===== src/rtl/cnn_pkg.sv =====
// cnn_pkg: shared conv2 geometry constants and pixel/window types
package cnn_pkg;
  localparam int DATA_W = 32;
  localparam int CONV2_IMG_W = 15;
  localparam int CONV2_IMG_H = 15;
  localparam int CONV2_CH_NUM = 32;
  typedef logic [DATA_W-1:0] word_t;
  typedef word_t [0:8] window_t;
endpackage


===== src/rtl/conv2_window_gen_if.sv =====
// conv2_window_gen_if: pixel stream in (valid_in/data_in), 3x3 window stream out (data_out/valid_out/ch_idx/last_win/frame_done)
interface conv2_window_gen_if import cnn_pkg::*; #(parameter int CH_NUM = CONV2_CH_NUM);
  logic valid_in;
  word_t data_in;
  window_t data_out;
  logic valid_out;
  logic [$clog2(CH_NUM)-1:0] ch_idx;
  logic last_win;
  logic frame_done;
  modport master (output valid_in, data_in, input data_out, valid_out, ch_idx, last_win, frame_done);
  modport slave (input valid_in, data_in, output data_out, valid_out, ch_idx, last_win, frame_done);
endinterface


===== src/rtl/conv2_line_buffer.sv =====
// conv2_line_buffer: one-row pixel store, read-old-data and write at the same address each cycle
module conv2_line_buffer import cnn_pkg::*; #(parameter int DEPTH = CONV2_IMG_W) (
  input  logic clk,
  input  logic we,
  input  logic [$clog2(DEPTH)-1:0] addr,
  input  word_t wr_data,
  output word_t rd_data
);
  word_t mem [DEPTH];
  assign rd_data = mem[addr];
  always_ff @(posedge clk)
    if (we) mem[addr] <= wr_data;
endmodule


===== src/rtl/conv2_window_gen.sv =====
// conv2_window_gen: 3x3 valid-conv window generator over a channel-major raster pixel stream
module conv2_window_gen import cnn_pkg::*; #(
  parameter int IMG_W = CONV2_IMG_W,
  parameter int IMG_H = CONV2_IMG_H,
  parameter int CH_NUM = CONV2_CH_NUM
) (
  input logic clk,
  input logic rst_n,
  input logic clear,
  conv2_window_gen_if.slave s
);
  localparam int CW = $clog2(IMG_W);
  localparam int RW = $clog2(IMG_H);
  localparam int HW = $clog2(CH_NUM);
  logic [CW-1:0] col;
  logic [RW-1:0] row;
  logic [HW-1:0] ch;
  word_t lb0_q, lb1_q;
  logic acc, col_end, row_end, ch_end;
  assign acc = s.valid_in & ~clear;
  assign col_end = col == CW'(IMG_W-1);
  assign row_end = row == RW'(IMG_H-1);
  assign ch_end = ch == HW'(CH_NUM-1);
  conv2_line_buffer #(.DEPTH(IMG_W)) lb0 (.clk(clk), .we(acc), .addr(col), .wr_data(s.data_in), .rd_data(lb0_q));
  conv2_line_buffer #(.DEPTH(IMG_W)) lb1 (.clk(clk), .we(acc), .addr(col), .wr_data(lb0_q), .rd_data(lb1_q));
  always_ff @(posedge clk or negedge rst_n)
    if (!rst_n) begin
      col <= '0;
      row <= '0;
      ch <= '0;
      s.data_out <= '0;
      s.valid_out <= 1'b0;
      s.ch_idx <= '0;
      s.last_win <= 1'b0;
      s.frame_done <= 1'b0;
    end else if (clear) begin
      col <= '0;
      row <= '0;
      ch <= '0;
      s.data_out <= '0;
      s.valid_out <= 1'b0;
      s.ch_idx <= '0;
      s.last_win <= 1'b0;
      s.frame_done <= 1'b0;
    end else begin
      s.valid_out <= acc && row >= RW'(2) && col >= CW'(2);
      s.last_win <= acc && row_end && col_end;
      s.frame_done <= acc && row_end && col_end && ch_end;
      if (acc) begin
        col <= col_end ? '0 : col + 1'b1;
        row <= col_end ? (row_end ? '0 : row + 1'b1) : row;
        ch <= (col_end && row_end) ? (ch_end ? '0 : ch + 1'b1) : ch;
        s.data_out <= {s.data_out[1], s.data_out[2], lb1_q,
                       s.data_out[4], s.data_out[5], lb0_q,
                       s.data_out[7], s.data_out[8], s.data_in};
        s.ch_idx <= ch;
      end
    end
endmodule


===== src/flat_wrapper.sv =====
// flat-port wrapper written by rule: the top's interface ports become plain ports
module conv2_window_gen_flat import cnn_pkg::*;
#(
  parameter int IMG_W = CONV2_IMG_W,
  parameter int IMG_H = CONV2_IMG_H,
  parameter int CH_NUM = CONV2_CH_NUM
)
  (clk, rst_n, clear, s_valid_in, s_data_in, s_data_out, s_valid_out, s_ch_idx, s_last_win, s_frame_done);
  conv2_window_gen_if #(.CH_NUM(CH_NUM)) s_i ();
  input logic clk;
  input logic rst_n;
  input logic clear;
  input wire logic [$bits(s_i.valid_in)-1:0] s_valid_in;
  input wire logic [$bits(s_i.data_in)-1:0] s_data_in;
  output wire logic [$bits(s_i.data_out)-1:0] s_data_out;
  output wire logic [$bits(s_i.valid_out)-1:0] s_valid_out;
  output wire logic [$bits(s_i.ch_idx)-1:0] s_ch_idx;
  output wire logic [$bits(s_i.last_win)-1:0] s_last_win;
  output wire logic [$bits(s_i.frame_done)-1:0] s_frame_done;
  assign s_i.valid_in = s_valid_in;
  assign s_i.data_in = s_data_in;
  assign s_data_out = s_i.data_out;
  assign s_valid_out = s_i.valid_out;
  assign s_ch_idx = s_i.ch_idx;
  assign s_last_win = s_i.last_win;
  assign s_frame_done = s_i.frame_done;
  conv2_window_gen #(.IMG_W(IMG_W), .IMG_H(IMG_H), .CH_NUM(CH_NUM)) u_core (.clk(clk), .rst_n(rst_n), .clear(clear), .s(s_i));
endmodule

===== config.mk =====
export PLATFORM = sky130hd
export DESIGN_NAME = conv2_window_gen_flat
export DESIGN_NICKNAME = d
export VERILOG_FILES = /design/src/rtl/cnn_pkg.sv /design/src/rtl/conv2_window_gen_if.sv /design/src/rtl/conv2_line_buffer.sv /design/src/rtl/conv2_window_gen.sv /design/src/flat_wrapper.sv
export SDC_FILE = /design/constraint.sdc
export NUM_CORES = 1
export LEC_CHECK = 0
export CAP_MARGIN = 20
export CORE_MARGIN = 4
export CORE_UTILIZATION = 50
export DETAILED_ROUTE_END_ITERATION = 10
export PLACE_DENSITY = 0.81
export SYNTH_ARGS = -nofsm -noshare
export SYNTH_HDL_FRONTEND = slang
export SYNTH_SLANG_ARGS = --single-unit

===== constraint.sdc =====
create_clock -name clk -period 10.45 [get_ports clk]
set_clock_uncertainty 0.2 [all_clocks]
set_input_delay 1.5675 -clock clk [delete_from_list [all_inputs] [get_ports clk]]
set_output_delay 1.5675 -clock clk [all_outputs]
set_load 0.1 [all_outputs]

==> qor.csv <==
stage,metric,value,unit
critical_path,crit_family,buffers and inverters,
drt,routedWlPerCell,26.3,um
drt,drt_iter0_drc,2872,
power_and_ir_drop,powerDensity,194,nW/um2
clock_network,cts_tree,built,
cells_and_area,antenna_cells,0,
yosys,synthArstFlopShare,24.3,%
run,maxCapViolations,0,
yosys,synth_nets,2767,
floorplanning,die_h,321,um
timing,setup_viol,0,
global_routing,grt-ovfl-total,0,
timing,layout_min_cycle_time,4710,ps
drt,drt_wl_total,118000,um
clock_network,htreeDepth,4,
global_routing,grt_antenna_before_repair,2,
yosys,yosysSeqAreaShare,74.5,%
placed_design,hpwl,64000,um
yosys,synth_flop_cell,edfxtp_1,
timing,setup_tns,0,ps
critical_path,cp-start-kind,primary input,
clock_network,cts_hold_buf,0,
timing,drv_slew,0,
critical_path,worstPathRequired,10580,ps
clock_network,clk_pin_slew,60,ps
timing,worstMarginPinSlew,1160,ps
timing,grt_setup_unrepaired,false,
cells_and_area,syn_to_final_growth,18.3,%
critical_path,cp_max_fo,45,
clock_network,numCtsBuffers,130,
cells_and_area,design_area,58100,um2
clock_network,insertion_delay,730,ps
placed_design,placedInstanceArea,53800,um2
power_and_ir_drop,static-leakage-power,20.4,nW
floorplanning,dieArea,103000,um2
floorplanning,coreArea,97000,um2
critical_path,r2r_cells,7,
timing,max_freq,212,MHz
yosys,synth_edf_count,960,
power_and_ir_drop,peakVddDrop,0.166,mV
clock_network,post_cts.repair.setup_buffers,0,
yosys,netlist_area,49100,um2
cells_and_area,final_nets,3133,
global_routing,track_usage,22.9,%
drt,vias_per_cell,6.01,
floorplanning,start_util,50.6,%
drt,vias,26900,
placed_design,place.gp.congestion,0.764,
critical_path,timing_worst_setup_path_type,in2reg,
clock_network,cts_resized,0,
clock_network,cts.sinks,1269,
global_routing,grt_pass1_wl,178000,um
timing,max-slew-margin-rel,23.0,%
run_status,status,"finished, final reports clean",
min_path,hold_class,reg2reg,
min_path,min_path_cells,2,
critical_path,path_cells,buf_8 > buf_4 > nand2b_1 > or3_1 > nor2_4 > buf_4,
critical_path,slowest_delay,780,ps
critical_path,cpMostUsedCell,buf_4,
critical_path,end_kind,flip-flop,
placed_design,portBuffers,331,
floorplanning,rows,114,
drt,drc,0,
yosys,ys_ff_latch,1269,
floorplanning,chipWidth,321,um
yosys,yosysWarnings,0,
global_routing,grt_pass1_vias,27700,
yosys,synth.distinct_cells,38,
drt,drt-pass1-iter-count,6,
yosys,avgSynthCellArea,18.0,um2
cells_and_area,drive_above_1_share,14.8,%
floorplanning,top_level_ports,332,
clock_network,root_buffer,clkbuf_16,
global_routing,grt_max_degree,167,
critical_path,cp.arrival,4840,ps
timing,layout_worst_path_cycle_share,45.0,%
timing,hold_viol_final,0,
cells_and_area,n_fill_cell,6801,
critical_path,cp_num_buf_inv,3,
critical_path,worst-path-stages,6,
yosys,synthCells,2727,
drt,ant_nets,0,
clock_network,cts.path.max_buffers,3,
critical_path,slowest_stage,nor2_4,
[cells in the mapped netlist, drive strengths merged, types with 4 or more instances]
cell | count | area [um2]
a211oi | 33 | 248
a21oi | 100 | 500
a22o | 65 | 569
buf | 100 | 588
clkbuf | 72 | 270
dfrtp | 309 | 7730
edfxtp | 960 | 28800
ha | 4 | 50.1
mux2i | 357 | 3570
mux4 | 192 | 4320
nand2 | 74 | 278
nand3 | 6 | 30.0
nand3b | 4 | 30.0
nor2 | 244 | 916
nor2b | 32 | 200
nor3 | 7 | 35.0
o21ai | 138 | 691
or3 | 4 | 30.0
[layer usage]
metal / vias up / GRT usage [%] / share of wire [%]
met1: 13800 / 31.4 / 39
met4: 2 / 8.01 / 3.2
met3: 252 / 4.73 / 8.9
met5: - / 0 / 0.011
li1: 11300 / - / -
met2: 1524 / 37.0 / 49
[metrics by stage]
step	power (W)	utilization [%]	hold WS, ps	worst slack, ps	cells
3_5_place_dp	0.00684	55.5	308	4980	4225
3_3_place_gp	0.00681	55.4	300	4920	4221
6_report	0.0113	59.9	316	5740	4474
2_1_floorplan	0.00648	-	291	2480	2727
4_1_cts	0.0113	59.8	323	5740	4462
5_1_grt	0.0116	59.9	340	5600	4474
[final timing paths]
path | startpoint | end | slack (ps)
max in group asynchronous | rst_n | u_core.s.data_out[6] | 7150
max reg2reg | u_core.col[0] | u_core.lb1.mem[8][12] | 6210
min reg2reg | u_core.s.data_out[95] | u_core.s.data_out[95] | 320
min | u_core.s.data_out[95] | u_core.s.data_out[95] | 320
max | s_valid_in | u_core.lb1.mem[8][12] | 5740
min in group asynchronous | rst_n | u_core.s.data_out[225] | 640
[power by group]
group	switching (W)	internal [W]
logic	0.000782	0.000327
registers	0.0000760	0.00556
clock network	0.00188	0.00264
[cells in the final DEF, fill, tap and decap left out, types with 4 or more instances in the layout]
cell type        count
nand2_1             74
buf_12               4
nand3b_1             4
dfrtp_1            305
o21ai_1             44
buf_4               69
a21oi_1            100
a211oi_1            33
clkbuf_8             8
clkinv_2            14
clkbuf_1            35
o21ai_0             94
clkinvlp_4           4
nor2b_1             32
ha_1                 4
nor2_1             234
a22o_1              65
clkinv_1            22
nand3_1              6
clkbuf_16          136
clkdlybuf4s50_1    328
bufinv_16            8
inv_6                7
mux4_2             192
edfxtp_1           960
mux2i_1            357
nor2_4              10
nor3_2               4
[cell type report]
type / count / area (um2) / share of cell area [%]
Clock buffer: 178 / 3630 / 6.25
Inverter: 3 / 11.3 / 0.0194
Multi-Input combinational cell: 1283 / 11800 / 20.3
Clock inverter: 59 / 522 / 0.899
Sequential cell: 1269 / 36600 / 63.0
Tap cell: 1276 / 1600 / 2.75
Timing Repair Buffer: 406 / 3950 / 6.81
[state kept, by name, indices dropped and copies added (netlist names)]
signal / cells
u_core.lb0.mem: 480
u_core.lb1.mem: 480
u_core.s.data_out: 288
u_core.ch: 5
u_core.s.ch_idx: 5
u_core.col: 4
u_core.row: 4
u_core.s.frame_done: 1
u_core.s.last_win: 1
u_core.s.valid_out: 1
[tightest hold or removal path, cell delays in order (launching register included)]
cell and delay (ps):
dfrtp_1 340, mux2i_1 60, nor2_1 70
[cell families (layout without fill, tap and decap cells)]
kind of cell | after synthesis | count (layout) | synth area share, %
multiplexers | 549 | 549 | 16.1
AO/OA/AOI/OAI | 338 | 338 | 4.12
buffers and inverters | 175 | 646 | 1.77
flip-flops | 1269 | 1269 | 74.5
adder cells (fa/ha/maj) | 4 | 4 | 0.102
AND/OR/NAND/NOR | 390 | 390 | 3.38
XOR/XNOR | 2 | 2 | 0.0357
Power figures use the tool's default switching activity.
